==> src/rtl/projection_router.sv <==
// Projection router: z-window check and phi-region steering of 54-bit projection
// words into four sequentially addressed region memories, with per-event counts.
module projection_router #(
  parameter int unsigned        DEPTH_BITS = 6,
  parameter logic signed [11:0] ZMIN       = -12'sd1800,
  parameter logic signed [11:0] ZMAX       = 12'sd1800
) (
  input  logic                        clk,
  input  logic                        reset_n,
  input  logic                        start,
  input  logic                        proj_valid,
  input  logic [53:0]                 proj_in,
  output logic [3:0]                  wr_en,
  output logic [DEPTH_BITS-1:0]       wr_addr,
  output logic [53:0]                 wr_data,
  output logic [4*(DEPTH_BITS+1)-1:0] nproj,
  output logic [3:0]                  overflow,
  output logic                        z_reject
);
  localparam int unsigned   CW   = DEPTH_BITS + 1;
  localparam logic [CW-1:0] FULL = {1'b1, {DEPTH_BITS{1'b0}}};

  logic [CW-1:0]         cnt_q    [4];
  logic [CW-1:0]         cnt_d    [4];
  logic [CW-1:0]         cnt_base [4];
  logic [3:0]            ovf_q, ovf_d, ovf_base;
  logic [4*CW-1:0]       nproj_q, nproj_d;
  logic [3:0]            ovfo_q, ovfo_d;

  logic                  s1_acc_q, s1_acc_d;
  logic                  s1_rej_q, s1_rej_d;
  logic [1:0]            s1_reg_q;
  logic [DEPTH_BITS-1:0] s1_addr_q, s1_addr_d;
  logic [53:0]           s1_data_q;

  logic [3:0]            wr_en_q;
  logic [DEPTH_BITS-1:0] wr_addr_q;
  logic [53:0]           wr_data_q;
  logic                  z_reject_q;

  logic [1:0]            region;
  logic signed [11:0]    izproj;
  logic                  z_ok;

  always_comb begin
    region = proj_in[53:52];
    izproj = $signed(proj_in[39:28]);
    z_ok   = (izproj >= ZMIN) && (izproj <= ZMAX);

    // On start the counts are reported, then the same-cycle word allocates from zero.
    for (int unsigned r = 0; r < 4; r++) begin
      cnt_base[r] = start ? '0 : cnt_q[r];
      cnt_d[r]    = cnt_base[r];
    end
    ovf_base = start ? '0 : ovf_q;
    ovf_d    = ovf_base;

    nproj_d = nproj_q;
    ovfo_d  = ovfo_q;
    if (start) begin
      for (int unsigned r = 0; r < 4; r++) begin
        nproj_d[r*CW +: CW] = cnt_q[r];
      end
      ovfo_d = ovf_q;
    end

    s1_acc_d  = 1'b0;
    s1_rej_d  = 1'b0;
    s1_addr_d = cnt_base[region][DEPTH_BITS-1:0];
    if (proj_valid) begin
      if (!z_ok) begin
        s1_rej_d = 1'b1;
      end else if (cnt_base[region] == FULL) begin
        ovf_d[region] = 1'b1;
      end else begin
        s1_acc_d      = 1'b1;
        cnt_d[region] = cnt_base[region] + 1'b1;
      end
    end
  end

  always_ff @(posedge clk) begin
    if (!reset_n) begin
      for (int unsigned r = 0; r < 4; r++) begin
        cnt_q[r] <= '0;
      end
      ovf_q      <= '0;
      nproj_q    <= '0;
      ovfo_q     <= '0;
      s1_acc_q   <= 1'b0;
      s1_rej_q   <= 1'b0;
      s1_reg_q   <= '0;
      s1_addr_q  <= '0;
      s1_data_q  <= '0;
      wr_en_q    <= '0;
      wr_addr_q  <= '0;
      wr_data_q  <= '0;
      z_reject_q <= 1'b0;
    end else begin
      cnt_q      <= cnt_d;
      ovf_q      <= ovf_d;
      nproj_q    <= nproj_d;
      ovfo_q     <= ovfo_d;
      s1_acc_q   <= s1_acc_d;
      s1_rej_q   <= s1_rej_d;
      s1_reg_q   <= region;
      s1_addr_q  <= s1_addr_d;
      s1_data_q  <= proj_in;
      wr_en_q    <= s1_acc_q ? (4'b0001 << s1_reg_q) : '0;
      z_reject_q <= s1_rej_q;
      // Address/data only move on a real write so they stay quiet otherwise.
      if (s1_acc_q) begin
        wr_addr_q <= s1_addr_q;
        wr_data_q <= s1_data_q;
      end
    end
  end

  assign wr_en    = wr_en_q;
  assign wr_addr  = wr_addr_q;
  assign wr_data  = wr_data_q;
  assign nproj    = nproj_q;
  assign overflow = ovfo_q;
  assign z_reject = z_reject_q;
endmodule

==> config.mk <==
export PLATFORM = sky130hd
export DESIGN_NAME = projection_router
export DESIGN_NICKNAME = d
export VERILOG_FILES = /design/src/rtl/projection_router.sv
export SDC_FILE = /design/constraint.sdc
export NUM_CORES = 1
export LEC_CHECK = 0
export BUFFER_PORTS_ARGS = -buffer_cell sky130_fd_sc_hd__buf_4
export CAP_MARGIN = 10
export CORE_UTILIZATION = 55
export DETAILED_ROUTE_END_ITERATION = 7
export PLACE_DENSITY = 0.82
export SLEW_MARGIN = 40
export SYNTH_ARGS = -nofsm -noshare
export SYNTH_HDL_FRONTEND = slang
export SYNTH_SLANG_ARGS = --single-unit
==> constraint.sdc <==
create_clock -name clk -period 4.9 [get_ports clk]
set_input_delay 1.47 -clock clk [delete_from_list [all_inputs] [get_ports clk]]
set_output_delay 1.47 -clock clk [all_outputs]
set_load 0.01 [all_outputs]
# Word-level counts from Yosys, hierarchy flattened
# Index checks and enable logic that the tools add are counted.
[word_totals]
wordCells = 54
mem_bits_ro = 0
reg_bits = 193
latch_bits = 0
ram_bits = 0
output_inout_bits = 97
memories = 0
[classes]
multipliers = 0
muxes = 21
add_sub_neg = 1
n_bitwise = 2
order_cmp = 6
n_reduce_logical = 6
eq_ne = 1
shift = 1
div_mod_pow = 0
[ops]
columns = ["op", "n"]
rows = [
  ["28-bit two-way mux", 3],
  ["7-bit two-way mux", 7],
  ["28-bit bitwise mux", 1],
  ["4-bit two-way mux", 4],
  ["7-bit binary-select mux with 2-bit select", 1],
  ["7-bit demux with 2-bit select", 1],
  ["12-bit >= comparator, second input constant", 1],
  ["12-bit <= comparator, second input constant", 1],
  ["7-bit by 1-bit adder with 7-bit output, second input constant", 1],
  ["7-bit == test, second input constant", 1],
  ["4-bit OR", 1],
  ["2-bit AND reduction", 2],
  ["1-bit by 2-bit << shifter with 4-bit output, first input constant", 1],
  ["3-bit >= comparator, second input constant", 1],
  ["1-bit logical AND", 3],
  ["2-bit by 3-bit less-than comparator with 1-bit output, second input constant", 1],
  ["3-bit by 1-bit less-than comparator with 1-bit output, second input constant", 1],
  ["1-bit two-way mux", 3],
  ["2-bit NOT with 3-bit output", 1],
  ["3-bit AND reduction", 1],
  ["1-bit demux with 2-bit select", 1],
  ["2-bit by 1-bit >= comparator with 1-bit output, second input constant", 1],
]

# Depth between registers and ports, before layout
# Gate-level depths: netlist of run 1.
[depth]
depth_word = 9
ltp_mapped = 9
depth_no_buf = 6

# Worst setup path after synthesis of run 1
# No wires, ideal clock.
[synth_timing]
path_kind = "in2reg"
startpoint = "input port proj_in[52]"
endpoint = "register cnt_q[27] (netlist name)"
path_stages = 8
t_arrival_ns = 3.373
required_ns = 4.785
path_slack_ns = 1.412
path_cell_list = "buf_6 mux4_2 nor3b_1 and4b_4 or4_4 buf_6 and3_1 a31o_1"
[synth_between]
elab_chain_len = 9
[synth_rtl]
columns = ["element", "line_no", "rtl"]
rows = [
  ["start, declared", "12", "input logic [53:0] proj_in,"],
  ["2-bit NOT with 3-bit output (implied by the code) (*)", "73, 77", ""],
  ["7-bit binary-select mux with 2-bit select, or another cell as far along", "73, 77", ""],
  ["7-bit two-way mux (implied by the code) / 1-bit logical AND (equally long branches)", "73, 77", ""],
  ["7-bit two-way mux, on equally long branches", "73, 77", ""],
  ["7-bit by 1-bit adder with 7-bit output / 7-bit demux with 2-bit select (equally long branches)", "77", "cnt_d[region] = cnt_base[region] + 1'b1;"],
  ["28-bit bitwise mux", "77", ""],
  ["28-bit two-way mux (*)", "73", "end else if (cnt_base[region] == FULL) begin"],
  ["28-bit two-way mux (*)", "71", "if (!z_ok) begin"],
  ["28-bit two-way mux (*)", "70", "if (proj_valid) begin"],
  ["end signal, assigned", "100", "cnt_q <= cnt_d;"],
  ["end, declared", "23", "logic [CW-1:0] cnt_q [4];"],
]
# Every way passes the cells marked *; elsewhere a longest branch is shown, timed or not. The select of a mux whose other input is x is not followed.
# A chain may end at the register's enable or synchronous reset.

# Worst setup path after layout of run 1
[layout_timing]
startpoint = "input port proj_in[34]"
endpoint = "register cnt_q[27] (netlist name)"
[layout_between]
elab_chain_len = 4
[layout_rtl]
columns = ["element", "line_no", "rtl"]
rows = [
  ["12-bit >= comparator / 12-bit <= comparator (equally long branches)", "48", "z_ok = (izproj >= ZMIN) && (izproj <= ZMAX);"],
  ["1-bit logical AND (*)", "48", ""],
  ["28-bit two-way mux (*)", "71", ""],
  ["28-bit two-way mux (*)", "70", ""],
]
# Every way passes the cells marked *; elsewhere a longest branch is shown, timed or not.

==> flow_metrics.py, run 1 <==
metrics = {
    "run_status": {
        "status": "finished clean",
    },
    "cts": {
        "path_clk_slew_ns": 0.07,
        "insertion_delay_ns": 0.43,
        "ctsHtreeMaxLevel": 4,
        "numCtsBuffers": 17,
        "cts_tree": "done",
        "clockBufferDepth": 2,
        "cts_sinks": 191,
        "postCtsSetupBuffers": 0,
        "cts_resized": 0,
        "cts-root-buf": "clkbuf_16",
        "cts_hold_buf": 0,
    },
    "setup_path": {
        "reg2reg_slack_ns": 2.54,
        "r2r_start": "cnt_q[27]",
        "path_class": "in -> reg",
        "slowest_delay_ns": 0.71,
        "reg2reg_to": "cnt_q[27]",
        "crit_arrival_ns": 3.77,
        "required_ns": 5.22,
        "worstRegToRegCells": 6,
        "crit_path_cell_trace": "buf_4 -> nor4_1 -> a21o_1 -> nand3_1 -> or4_4 -> and3_1 -> a31o_1",
        "cp-end-kind": "flop",
        "startpoint_type": "input port",
        "path_max_fanout": 22,
        "worst_path_max_delay_cell": "or4_4",
    },
    "timing": {
        "layout_setup_ws_ns": 1.446,
        "fin_crit_sh": 0.7048,
        "fin_setup_tns_ns": 0,
        "hold_viol": 0,
        "finalCriticalPeriod_ns": 3.454,
        "clock.fmax_ghz": 0.2895,
        "tightest_slew_ns": 0.8168,
        "finalSetupViolCount": 0,
        "finClkSkew_ns": 0.006179,
        "drv_slew": 0,
        "relSlewSlack": 0.4539,
        "rsz0062_at_grt": "false",
    },
    "drt": {
        "routedWlPerCell_microns": 16.17,
        "via_per_inst": 5.323,
        "wl_microns": 15140,
        "num_vias": 4982,
        "first_pass_iters": 5,
        "drt_iter0_markers": 311,
        "drc": 0,
        "drtAntennaViolNets": 0,
    },
    "finish": {
        "n_fill_cell": 894,
        "area_growth_pct": 27.21,
        "diodes": 0,
        "drive_gt1_frac": 0.2674,
        "final_nets": 834,
    },
    "logic_synthesis": {
        "ys_seq_elements": 191,
        "synth-edff-count": 0,
        "synthFlopType": "dfxtp_1",
        "ys_types": 46,
        "yosysWarnings": 0,
        "syn-cell-area_sq_mm": 0.006728,
        "yosysSeqAreaShare": 0.5683,
        "async_flop_share": 0,
        "syn_inst": 639,
        "syn_avg_cell_area_sq_um": 10.53,
        "syn_nets": 697,
    },
    "min_path": {
        "min_to": "z_reject",
        "min_path_type": "reg -> reg",
        "worstHoldPathCells": 1,
        "hp-start": "s1_rej_q",
    },
    "power_and_ir_drop": {
        "power_density_mw_per_mm2": 375.3,
        "ir_worst_vdd_v": 0.0002291,
        "cellLeakagePower_nw": 3.647,
    },
    "floorplanning": {
        "die_w_microns": 112.6,
        "coreArea_sq_mm": 0.01196,
        "initial_core_util": 0.5624,
        "die_area_sq_mm": 0.01268,
        "die_h_microns": 112.6,
        "rows": 40,
        "ios": 155,
    },
    "placed_design": {
        "place.detailed.hpwl_microns": 10090,
        "io_buffers": 154,
        "preCtsSetupSlack_ns": 1.050,
        "globalplace.congestion": 0.8889,
    },
    "global_route": {
        "grt_overflow": 0,
        "grt.total_usage": 0.2482,
        "antenna_found_initial": 0,
        "grt_pass1_wl_microns": 24520,
        "grt_max_degree": 69,
        "grt_pass1_vias": 4863,
    },
    "job": {
        "drv_cap": 0,
    },
}
[cell families after synthesis]
logic type / after synthesis / synth area share
muxes: 105 / 0.1659
xor gates and xnor gates: 5 / 0.006510
buffers and inverters: 45 / 0.02957
and+or+nand+nor: 237 / 0.1707
DFF: 191 / 0.5683
AOI/OAI and AO/OA: 56 / 0.05896
[worst max path at each step]
stage                start  slack [ns]        end
3_5_place_dp         start        1.05  cnt_q[27]
6_report       proj_in[34]        1.45  cnt_q[27]
3_3_place_gp         start        1.12  cnt_q[27]
5_1_grt        proj_in[34]        1.35  cnt_q[20]
2_1_floorplan  proj_in[52]        1.41  cnt_q[27]
4_1_cts              start        1.50  cnt_q[27]
[critical path: cells and delay by family]
| family | cells | cell delay [ns] |
|---|---|---|
| AOI/OAI and AO/OA | 2 | 0.38 |
| buffers and inverters | 1 | 0.12 |
| and+or+nand+nor | 4 | 1.80 |
[Yosys cell counts (2+ instances only)]
cell       number  share of area
nand2b_1        9         0.0084
nand4_1         2         0.0019
nand2_1        33          0.018
clkbuf_1       27          0.015
nor3_1          2         0.0015
nor2_1        110          0.061
xnor2_1         3         0.0039
buf_2           3         0.0022
a2bb2oi_1       3         0.0039
and3_1          2         0.0019
xor2_1          2         0.0026
buf_1           8         0.0045
buf_6           3         0.0050
nor3_2          3         0.0045
a21oi_1        22          0.016
inv_1           2         0.0011
nand3_1         8         0.0060
mux2i_1        98           0.15
mux4_2          5          0.017
and2_1         59          0.055
o21ai_0         3         0.0022
o311ai_0       15          0.020
a31o_2          3         0.0039
mux2_2          2         0.0033
dfxtp_1       191           0.57
[state kept, by name, summed over array words and instances (netlist names), 2 cells and up]
signal and cells:
overflow 4, s1_reg_q 2, wr_en 4, nproj 28, cnt_q 28, s1_data_q 52
ovf_q 4, wr_data 54, s1_addr_q 6, wr_addr 6
[area by class of cell]
| class | count | area [sq um] | share of cell area |
|---|---|---|---|
| repair buffers | 160 | 1226 | 0.1433 |
| flip-flops and latches | 191 | 3827 | 0.4472 |
| multi-input cells | 403 | 2705 | 0.3161 |
| clock buffers | 19 | 442.9 | 0.05175 |
| clock inverters | 13 | 160.2 | 0.01871 |
| inverters | 3 | 12.51 | 0.001462 |
| well taps | 147 | 183.9 | 0.02149 |
[through the flow]
step	area, sq um	hold WS [ns]	util	power (mW)	cells
2_1_floorplan	6728	0.4119	-	1.763	639
3_3_place_gp	7915	0.4193	0.6617	1.840	902
3_5_place_dp	7955	0.4332	0.6651	1.850	904
4_1_cts	8558	0.4487	0.7155	3.236	936
5_1_grt	8558	0.4711	0.7155	3.321	936
6_report	8558	0.4423	0.7155	3.212	936
[layer usage]
| metal | global-route usage | share of wire |
|---|---|---|
| met1 | 0.3101 | 0.44 |
| met5 | 0 | 0 |
| met2 | 0.4045 | 0.48 |
| met3 | 0.05832 | 0.054 |
| met4 | 0.1218 | 0.029 |
[layout by cell type, fill, tap and decap left out, types with 3 or more instances in the layout]
cell type	Yosys	layout
and2_1	59	59
nand2b_1	9	9
clkbuf_16	0	17
a21oi_1	22	22
a31o_2	3	3
xnor2_1	3	3
o311ai_0	15	15
mux4_2	5	5
buf_4	1	158
o21ai_0	3	3
nand3_1	8	8
dfxtp_1	191	190
bufinv_16	0	3
clkinv_2	0	5
nor3_2	3	3
mux2i_1	98	98
a2bb2oi_1	3	3
nand2_1	33	33
nor2_1	110	110
[power breakdown]
group,internal [mW],leakage (nW),switching [mW]
registers,1.59,1.56,0.0168
logic,0.0998,1.80,0.106
clock network,0.817,0.293,0.579
total,2.51,3.65,0.702
Note: power is estimated with default switching activity, not from simulation.
==> inputs of run 2 (changes only) <==
CORE_UTILIZATION = 53   (was 55)
PLACE_DENSITY = 0.8   (was 0.82)
clock period = 3.6 ns   (was 4.9 ns; I/O delays follow)
==> run 2 against run 1 <==
Clock skew is 0.0035 ns higher. Worst setup slack worse by 0.81 ns. Critical path type unchanged. Largest cell class unchanged. Combinational power is 32% higher. Power is 33% higher. Clock power is 28% higher. Critical endpoint unchanged. Hold slack better by 0.0076 ns.
==> flow_metrics.py, run 2 (same netlist as run 1, synthesis figures left out) <==
metrics = {
    "timing": {
        "fin_setup_tns_ns": 0,
        "rsz0062_at_grt": "false",
        "layout_setup_ws_ns": 0.6406,
        "finalCriticalPeriod_ns": 2.959,
        "finClkSkew_ns": 0.009686,
        "hold_viol": 0,
        "drv_slew": 0,
        "tightest_slew_ns": 0.7367,
        "relSlewSlack": 0.5089,
        "finalSetupViolCount": 0,
        "clock.fmax_ghz": 0.3379,
        "fin_crit_sh": 0.8220,
    },
    "finish": {
        "mostFrequentLayoutCell": "dfxtp_1",
        "final_nets": 836,
        "drive_gt1_frac": 0.2705,
        "layout_common_cells": "dfxtp_1, buf_4, nor2_1, mux2i_1, and2_1",
        "diodes": 0,
        "area_growth_pct": 27.15,
        "largest_reg_flops": 54,
    },
    "run_status": {
        "status": "finished clean",
    },
    "setup_path": {
        "crit_arrival_ns": 3.28,
        "path_class": "in -> reg",
        "required_ns": 3.93,
        "startpoint_type": "input port",
        "path_max_fanout": 22,
        "reg2reg_slack_ns": 1.28,
        "r2r_start": "cnt_q[13]",
        "worstRegToRegCells": 6,
        "reg2reg_to": "cnt_q[27]",
        "cp-end-kind": "flop",
    },
    "cts": {
        "cts_resized": 0,
        "numCtsBuffers": 17,
        "ctsHtreeMaxLevel": 4,
        "cts_tree": "done",
        "postCtsSetupBuffers": 0,
        "cts_hold_buf": 0,
        "path_clk_slew_ns": 0.07,
        "clockBufferDepth": 2,
        "cts_sinks": 191,
        "cts-root-buf": "clkbuf_16",
        "insertion_delay_ns": 0.43,
    },
    "drt": {
        "first_pass_iters": 5,
        "routedWlPerCell_microns": 16.02,
        "drc": 0,
        "drt_iter0_markers": 418,
        "via_per_inst": 5.278,
        "num_vias": 5062,
        "wl_microns": 15370,
        "drtAntennaViolNets": 0,
    },
    "floorplanning": {
        "die_w_microns": 114.7,
        "initial_core_util": 0.5509,
        "ios": 155,
        "coreArea_sq_mm": 0.01221,
        "rows": 40,
        "die_h_microns": 114.7,
        "die_area_sq_mm": 0.01315,
    },
    "power_and_ir_drop": {
        "cellLeakagePower_nw": 3.623,
        "power_density_mw_per_mm2": 498.3,
        "ir_worst_vdd_v": 0.0002552,
    },
    "min_path": {
        "min_path_type": "reg -> reg",
        "worstHoldPathCells": 1,
        "hp-start": "s1_rej_q",
        "min_to": "z_reject",
    },
    "global_route": {
        "grt_overflow": 0,
        "grt_max_degree": 73,
        "grt_pass1_wl_microns": 24360,
        "antenna_found_initial": 0,
        "grt_pass1_vias": 4838,
        "grt.total_usage": 0.2421,
    },
    "placed_design": {
        "preCtsSetupSlack_ns": 0.2084,
        "place.detailed.hpwl_microns": 10560,
        "io_buffers": 154,
        "globalplace.congestion": 0.8858,
    },
    "job": {
        "drv_cap": 0,
    },
}
run 2: changes by cell type in the layout (fill, tap and decap cells not counted):
cell        before  now
clkinv_2         5    3
buf_12           2    1
clkinv_4         2    1
inv_6            2    3
inv_8            0    1
clkinvlp_4       2    6
clkbuf_1         1    0
bufinv_16        3    1
buf_4          158  161
run 2: report_power, final:
group | total, mW | internal (mW) | switching [mW] | leakage [nW]
logic | 0.271 | 0.135 | 0.136 | 1.80
clock network | 1.79 | 0.980 | 0.812 | 0.263
registers | 2.20 | 2.17 | 0.0308 | 1.56
run 2: layout make-up:
class	instances	area [sq um]
multi-input cells	403	2705
fillers	939	3657
clock inverters	14	131.4
clock buffers	18	439.2
flip-flops and latches	191	3827
well taps	168	210.2
inverters	3	12.51
repair buffers	162	1229
run 2: per-stage QoR:
step	total power [mW]	std cells	utilization	instance area [sq um]	hold WS, ns
after floorplan	2.400	639	-	6728	0.4119
after global placement	2.508	926	0.6522	7964	0.4197
after detailed placement	2.519	927	0.6538	7984	0.4437
after CTS	4.296	959	0.7005	8554	0.4538
after global routing	4.421	959	0.7005	8554	0.4712
final	4.262	959	0.7005	8554	0.4499
run 2: routing by layer:
| metal | part of all wire | vias to the layer above | wire [microns] | GRT usage |
|---|---|---|---|---|
| li1 | - | 2435 | - | - |
| met1 | 0.42 | 2405 | 6504 | 0.2903 |
| met2 | 0.49 | 189 | 7573 | 0.4141 |
| met3 | 0.064 | 33 | 983 | 0.06353 |
| met4 | 0.020 | 0 | 303 | 0.09610 |
| met5 | 0 | - | 0 | 0 |
run 2: worst max-delay path: stages:
cell and delay [ns]:
buf_4 0.26, mux4_2 0.55, nor3b_1 0.15, and4b_4 0.30, or4_4 0.56, and3_1 0.20, a31o_1 0.17
run 2: how the worst max path moves through the flow:
stage / slack, ns / startpoint / cells past startpoint / end
3_3_place_gp: 0.26 / proj_in[52] / 7 / cnt_q[27]
6_report: 0.64 / proj_in[52] / 7 / cnt_q[27]
4_1_cts: 0.66 / proj_in[52] / 7 / cnt_q[27]
3_5_place_dp: 0.21 / proj_in[52] / 7 / cnt_q[27]
2_1_floorplan: 0.50 / proj_in[52] / 8 / cnt_q[27]
5_1_grt: 0.53 / proj_in[52] / 7 / ovf_q[0]
==> inputs of run 3 (changes only) <==
ABC_AREA = 1   (was unset)
PLACE_DENSITY = 0.79   (was 0.8)
clock period = 3 ns   (was 3.6 ns; I/O delays follow)
==> run 3 against run 2 <==
Wire length is 5.6% higher. Synthesized cell count is 43% higher. Non-clock buffer count is 1 lower. Clock-buffer cell count is 3 higher. Critical path type unchanged. Highest routed layer unchanged.
==> flow_metrics.py, run 3 <==
metrics = {
    "finish": {
        "multi_input_area_sq_mm": 0.002342,
        "final_nets": 1104,
        "drive_gt1_frac": 0.2013,
        "diodes": 0,
        "layout_common_cells": "nand2_1, dfxtp_1, buf_4, inv_1, nor2_1",
        "mostFrequentLayoutCell": "nand2_1",
        "regArea_sq_mm": 0.003825,
        "n_fill_cell": 1043,
        "area_growth_pct": 26.06,
        "largest_reg_flops": 54,
    },
    "timing": {
        "hold_viol": 0,
        "tightest_slew_ns": 0.6864,
        "layout_setup_ws_ns": 0.6438,
        "finClkSkew_ns": 0.008353,
        "relSlewSlack": 0.5424,
        "clock.fmax_ghz": 0.4244,
        "fin_setup_tns_ns": 0,
        "fin_crit_sh": 0.7854,
        "finalCriticalPeriod_ns": 2.356,
        "finalSetupViolCount": 0,
        "rsz0062_at_grt": "false",
        "drv_slew": 0,
    },
    "drt": {
        "wl_microns": 16220,
        "drtAntennaViolNets": 0,
        "num_vias": 5960,
        "via_per_inst": 4.846,
        "drc": 0,
        "drt_iter0_markers": 585,
        "routedWlPerCell_microns": 13.19,
        "first_pass_iters": 5,
    },
    "global_route": {
        "grt_max_degree": 175,
        "grtUsageMet2": 0.3870,
        "antenna_found_initial": 0,
        "grt_overflow": 0,
        "use_met1": 0.3180,
        "grt_busiest_layer": "met2",
        "grt_pass1_wl_microns": 25490,
        "grt.total_usage": 0.2426,
        "grt_util_met3": 0.06435,
        "grt_pass1_vias": 5327,
    },
    "setup_path": {
        "path_buf_inv": 3,
        "crit_cells": 12,
        "crit_path_cell_trace": "buf_4 -> inv_2 -> buf_12 -> nand2_1 -> nand2_1 -> nand4_1 -> nand2_1 -> nor2_4 -> nand2_4 -> nand4_2 -> nor2_1 -> nor2_1",
        "path_delay_family": "simple AND/OR/NAND/NOR gates",
        "slowest_delay_ns": 0.29,
        "r2r_start": "cnt_q[5]",
        "cp-end-kind": "flop",
        "worstRegToRegCells": 9,
        "reg2reg_to": "cnt_q[27]",
        "cp_common_cell": "nand2_1",
        "path_max_fanout": 36,
        "crit_path_start": "start",
        "startpoint_type": "input port",
        "worstSetupEndpoint": "cnt_q[27]",
        "worst_path_max_delay_cell": "nand4_2",
        "required_ns": 3.32,
        "crit_arrival_ns": 2.67,
        "reg2reg_slack_ns": 1.21,
        "path_class": "in -> reg",
    },
    "floorplanning": {
        "die_w_microns": 116.4,
        "die_area_sq_mm": 0.01354,
        "die_h_microns": 116.4,
        "rows": 41,
        "ios": 155,
        "coreArea_sq_mm": 0.01267,
        "initial_core_util": 0.5471,
    },
    "cts": {
        "clockBufferDepth": 2,
        "cts_resized": 0,
        "cts_hold_buf": 0,
        "insertion_delay_ns": 0.43,
        "numCtsBuffers": 17,
        "path_clk_slew_ns": 0.07,
        "cts-root-buf": "clkbuf_16",
        "cts_tree": "done",
        "ctsHtreeMaxLevel": 4,
        "cts_sinks": 191,
        "postCtsSetupBuffers": 0,
    },
    "power_and_ir_drop": {
        "clkPwrFrac": 0.407,
        "power.internal_mw": 4.106,
        "swShare": 0.2353,
        "power_density_mw_per_mm2": 614.4,
        "ir_worst_vdd_v": 0.0003990,
        "combPwrFrac": 0.091,
        "pwr-share-seq": 0.501,
        "cellLeakagePower_nw": 4.355,
        "p_sw_mw": 1.263,
    },
    "logic_synthesis": {
        "synth_top_area_cell": "dfxtp_1",
        "yosysWarnings": 0,
        "syn_avg_cell_area_sq_um": 7.584,
        "synthTopCellsByCount": "nand2_1, dfxtp_1, inv_1",
        "async_flop_share": 0,
        "syn_nets": 972,
        "synth.top_cell.area_share": 0.5516,
        "syn-cell-area_sq_mm": 0.006932,
        "synth-edff-count": 0,
        "synth_most_common_cell": "nand2_1",
        "ys_seq_elements": 191,
        "synthTopCellsByArea": "dfxtp_1, nand2_1, inv_1, o21ai_0, nor2_1",
        "synthFlopType": "dfxtp_1",
        "yosysSeqAreaShare": 0.5516,
        "ys_types": 28,
        "syn_inst": 914,
    },
    "placed_design": {
        "globalplace.congestion": 0.9377,
        "preCtsSetupSlack_ns": 0.2472,
        "place.detailed.hpwl_microns": 10790,
        "io_buffers": 154,
    },
    "min_path": {
        "min_path_type": "reg -> reg",
    },
    "job": {
        "drv_cap": 0,
    },
    "run_status": {
        "status": "finished clean",
    },
}
==> run 3: cell types whose count changed in the layout (fill, tap and decap cells not counted), moves of 5 or more <==
cell,previous run,this run
inv_1,1,139
nand2b_1,9,0
nand3_1,8,70
nand2_1,33,205
mux2i_1,98,0
o21ai_0,3,93
and2_1,59,0
o311ai_0,15,0
nor2_1,110,115
nor2_2,0,8
mux4_2,5,0
==> run 3: area by class of cell <==
class	instances	area share
Sequential cell	191	0.4377
Multi-Input combinational cell	532	0.2680
Timing Repair Buffer	161	0.1426
Inverter	143	0.06143
Clock buffer	21	0.05269
Tap cell	172	0.02463
Clock inverter	10	0.01289
==> run 3: tightest hold or removal path: cells and delay by family (launching register included) <==
| kind | cells | cell delay [ns] |
|---|---|---|
| DFF | 1 | 0.31 |
| buffers and inverters | 1 | 0.03 |
| and+or+nand+nor | 1 | 0.05 |
==> run 3: metal layers <==
layer / vias up / routed length [microns] / part of all wire
met5: - / 0 / 0
met4: 0 / 211 / 0.013
met3: 20 / 1122 / 0.069
met2: 189 / 7527 / 0.46
met1: 2702 / 7359 / 0.45
li1: 3049 / - / -
==> run 3: power by group through the flow <==
stage	sequential, mW	combinational [mW]	clock (mW)
2_1_floorplan	2.76	0.257	0
3_3_place_gp	2.74	0.483	0
3_5_place_dp	2.75	0.488	0
4_1_cts	2.69	0.491	2.21
5_1_grt	2.70	0.547	2.33
6_report	2.69	0.490	2.19
==> run 3: cell families (layout without fill, tap and decap cells) <==
logic type / count (synthesis) / count (layout) / share of synthesized area
simple gates: 417 / 417 / 0.2540
flops: 191 / 191 / 0.5516
buf+inv: 191 / 335 / 0.1108
compound gates: 115 / 115 / 0.08358
==> run 3: through the flow <==
stage / hold slack, ns / power, mW / std cells / utilization / area [sq um]
final: 0.4373 / 5.369 / 1230 / 0.6896 / 8738
after detailed placement: 0.4213 / 3.236 / 1199 / 0.6444 / 8165
after global routing: 0.4433 / 5.583 / 1230 / 0.6896 / 8738
after global placement: 0.4034 / 3.226 / 1199 / 0.6442 / 8163
after floorplan: 0.3905 / 3.019 / 914 / - / 6932
after CTS: 0.4373 / 5.397 / 1230 / 0.6896 / 8738
==> run 3: worst min-delay path by stage <==
stage | to | depth (start not counted) | start | slack [ns]
2_1_floorplan | z_reject | 2 | s1_rej_q | 0.39
3_3_place_gp | z_reject | 2 | s1_rej_q | 0.40
3_5_place_dp | z_reject | 2 | s1_rej_q | 0.42
4_1_cts | z_reject | 2 | s1_rej_q | 0.44
5_1_grt | z_reject | 2 | s1_rej_q | 0.44
6_report | z_reject | 2 | s1_rej_q | 0.44
